`config.mk`:
```
export PLATFORM = sky130hd
export DESIGN_NAME = ttl_arbiter_8
export DESIGN_NICKNAME = d
export VERILOG_FILES = /design/src/rtl/ttl_arbiter_8.sv
export SDC_FILE = /design/constraint.sdc
export NUM_CORES = 1
export LEC_CHECK = 0
export CAP_MARGIN = 40
export CELL_PAD_IN_SITES_DETAIL_PLACEMENT = 1
export CELL_PAD_IN_SITES_GLOBAL_PLACEMENT = 1
export CORE_UTILIZATION = 43
export DETAILED_ROUTE_END_ITERATION = 12
export GPL_TIMING_DRIVEN = 0
export PLACE_DENSITY_LB_ADDON = 0.2
export REMOVE_ABC_BUFFERS = 1
export SKIP_CTS_REPAIR_TIMING = 1
export SYNTH_ARGS = -nofsm -noshare
export SYNTH_HDL_FRONTEND = slang
export SYNTH_SLANG_ARGS = --single-unit
```
`constraint.sdc`:
```
create_clock -name clk -period 4.05 [get_ports clk]
set_input_delay 0.6075 -clock clk [delete_from_list [all_inputs] [get_ports clk]]
set_output_delay 0.6075 -clock clk [all_outputs]
set_load 0.01 [all_outputs]
```
`src/rtl/ttl_arbiter_8.sv`:
```
// ttl_arbiter_8: round-robin arbiter with a per-owner hold limit and registered one-hot grant
// Ports: clk; reset (sync, active-high); request[WIDTH_IN];
//        grant[WIDTH_IN] one-hot or zero; grant_index binary owner (0 when idle); valid = |grant.
// DELAY_RISE/DELAY_FALL are output timing annotations for back-annotated models;
// the synthesised outputs switch on the clock edge.
module ttl_arbiter_8 #(
  parameter int WIDTH_IN   = 8,
  parameter int HOLD_MAX   = 4,
  parameter int DELAY_RISE = 0,
  parameter int DELAY_FALL = 0
) (
  input  logic                clk,
  input  logic                reset,
  input  logic [WIDTH_IN-1:0] request,
  output logic [WIDTH_IN-1:0] grant,
  output logic [2:0]          grant_index,
  output logic                valid
);
  localparam int HW = (HOLD_MAX < 2) ? 1 : $clog2(HOLD_MAX + 1);
  localparam logic [HW-1:0] HMAX = HW'(HOLD_MAX);
  typedef enum logic {IDLE, OWNED} state_t;
  if (WIDTH_IN < 2 || WIDTH_IN > 8 || HOLD_MAX < 0 || DELAY_RISE < 0 || DELAY_FALL < 0) begin : g_bad_params
    $error("ttl_arbiter_8: illegal parameter value");
  end
  state_t        state;
  logic [2:0]    ptr, sel, k;
  logic [HW-1:0] hcnt;
  logic          keep;
  // Scan downward from PTR+W-1 to PTR so the lowest offset from PTR is the last write and wins.
  always_comb begin
    sel = '0;
    k = '0;
    for (int i = WIDTH_IN - 1; i >= 0; i--) begin
      k = 3'((int'(ptr) + i) % WIDTH_IN);
      if (request[k]) sel = k;
    end
  end
  // PTR already sits at owner+1, so an expired owner is naturally searched last.
  assign keep = state == OWNED && |(request & grant) && (HOLD_MAX == 0 || hcnt < HMAX);
  always_ff @(posedge clk) begin
    if (reset) begin
      state <= IDLE;
      grant <= '0;
      grant_index <= '0;
      valid <= 1'b0;
      ptr <= '0;
      hcnt <= '0;
    end else if (keep) begin
      if (!(&hcnt)) hcnt <= hcnt + 1'b1;
    end else if (|request) begin
      state <= OWNED;
      grant <= WIDTH_IN'(1) << sel;
      grant_index <= sel;
      valid <= 1'b1;
      ptr <= (sel == 3'(WIDTH_IN - 1)) ? 3'd0 : sel + 3'd1;
      hcnt <= HW'(1);
    end else begin
      state <= IDLE;
      grant <= '0;
      grant_index <= '0;
      valid <= 1'b0;
      hcnt <= '0;
    end
  end
endmodule

```
==> flow_summary.ini <==
[run_status]
status = finished clean

[finish]
layout_commonest_cell = clkdlybuf4s50_1
stdcell_area_sq_um = 1830
nNetsFinal = 192
syn2layout_area_growth_pct = 16.3
layout_common_cells = clkdlybuf4s50_1 (21), dfxtp_1 (16), mux2i_1 (10)
drive_above_1_share_pct = 20.5
antenna_cells = 0

[yosys]
ys_warn_count = 0
async_reset_ff_share_pct = 0
ys_seq_elements = 18
syn_area_per_cell_sq_um = 10.2
synth_area_sq_um = 1580
synth_edf_count = 0
ys_seq_area_share_pct = 22.9
synthCells = 154
ys_types = 49
synth_flop_cell = dfxtp_1

[placed_design]
port-buffer-count = 21
gp_congestion = 0.870
dp_hpwl_um = 3270
place_area_sq_um = 1800

[floorplan]
core-area_sq_um = 3420
initial_core_util_pct = 46.2
chipWidth_um = 62.6
dieArea_sq_um = 3910
pin_count = 22
dieHeight_um = 62.6
rows = 21

[pwr]
p_per_area_nw_per_um2 = 868
ir_drop_v = 0.000409
p_leak_uw = 0.000637

[timing]
finalSetupViolCount = 0
whs_ps = 454
clock_skew_ps = 4.70
slew_headroom_pct = 55.6
period_minus_slack_ps = 3830
finalHoldViolCount = 0
fmax_mhz = 261
slew_violations = 0
fin_setup_tns_ps = 0
rsz0062_at_grt = false
period_share_pct = 94.4
worst_slew_pin_slew_ps = 664

[grt]
grt-ovfl-total = 0
antenna_found_initial = 0
grt_max_degree = 20
grt_usage_pct = 22.1
grt_first_pass_wirelength_um = 7000
grt_pass1_vias = 1399

[drt]
vias = 1358
wl_um = 4170
drt_iter0_drc = 99
routedWlPerCell_um = 19.2
detail-route-antenna-nets = 0
vias_per_cell = 6.26
dr.pass1.iters = 4
remaining_drc_errors = 0

[clock_tree]
path_clk_slew_ps = 100
cts_made_buffers = 3
cts_root_buf = clkbuf_4
clock_latency_ps = 300
cts_max_level = 1
clock_sinks = 18
cts_tree = done
cts_buffer_depth = 2

[critical_path]
crit_arrival_ps = 4020
worst-path-max-fanout = 15
crit_path_start_kind = flip-flop
critPathCaptureType = flip-flop
path_class = flip-flop to flip-flop
cp.required_ps = 4240

[min_path]
hold_class = flip-flop to flip-flop

[flow_run]
cap_violations = 0
worst max-delay path, stage by stage (launching register included):
cell and delay, ps:
dfxtp_4 510, inv_1 200, ha_1 510, mux4_2 620
mux2_2 330, a211oi_1 230, o31ai_1 150, a22oi_2 340
inv_1 110, ha_1 230, ha_1 280, mux2i_1 130
nor2_1 50
power by group:
group / internal (uW) / total, uW / switching [uW]
clock network: 34.7 / 90.5 / 55.8
logic: 541 / 1160 / 616
registers: 240 / 343 / 103
total: 815 / 1590 / 775
logic make-up after synthesis:
kind of cell             share of synthesized area (%)
AO/OA/AOI/OAI                                     25.1
XOR/XNOR                                          1.67
adder cells (fa/ha/maj)                           7.14
buffers and inverters                             5.48
flip-flops                                        22.9
multiplexers                                      25.9
AND/OR/NAND/NOR                                   11.9
flip-flops by register name, summed over array words and instances (netlist names):
register / cells
ptr: 3
hcnt: 3
grant: 8
grant_index: 3
state: 1
cells in the mapped netlist (3+ instances only):
master	instances	area [sq um]
and2_1	3	18.8
inv_1	8	30.0
nor2b_1	3	18.8
mux4_2	9	203
mux2_2	6	67.6
o31ai_1	3	22.5
a22oi_1	5	37.5
mux2i_1	10	100
a21oi_1	6	30.0
ha_1	9	113
nand2_1	8	30.0
o21ai_1	5	25.0
buf_2	4	20.0
dfxtp_1	18	360
a32o_1	8	80.1
nor2_1	9	33.8
through the flow:
stage	worst slack [ps]	utilization, %	instances	total power [uW]
floorplan	350	-	147	1160
global placement	-329	52.6	214	1430
detailed placement	-404	52.6	214	1480
CTS	-417	53.3	217	1570
global route	5.73	53.7	217	1710
finish	225	53.7	217	1590
metal layers:
layer / share of wire (%) / vias up / wire, um / track usage, %
li1: - / 643 / - / -
met1: 44 / 688 / 1840 / 28.0
met2: 52 / 21 / 2180 / 39.9
met3: 2.1 / 6 / 89 / 1.46
met4: 1.4 / 0 / 59 / 6.40
met5: 0 / - / 0 / 0
worst paths after layout:
kind | startpoint | endpoint | slack [ps] | cells past startpoint
hold / removal | grant_index[2] | grant_index[2] | 450 | 2
setup / recovery | ptr[1] | ptr[2] | 220 | 12
hold reg to reg | grant_index[2] | grant_index[2] | 450 | 2
setup reg to reg | ptr[1] | ptr[2] | 220 | 12
layout make-up:
cell class / instances / area (sq um)
Timing Repair Buffer: 21 / 210
Multi-Input combinational cell: 119 / 1130
Inverter: 10 / 40.0
Clock buffer: 3 / 22.5
Fill cell: 390 / 1580
Tap cell: 46 / 57.6
Sequential cell: 18 / 368
Power figures use the tool's default switching activity.
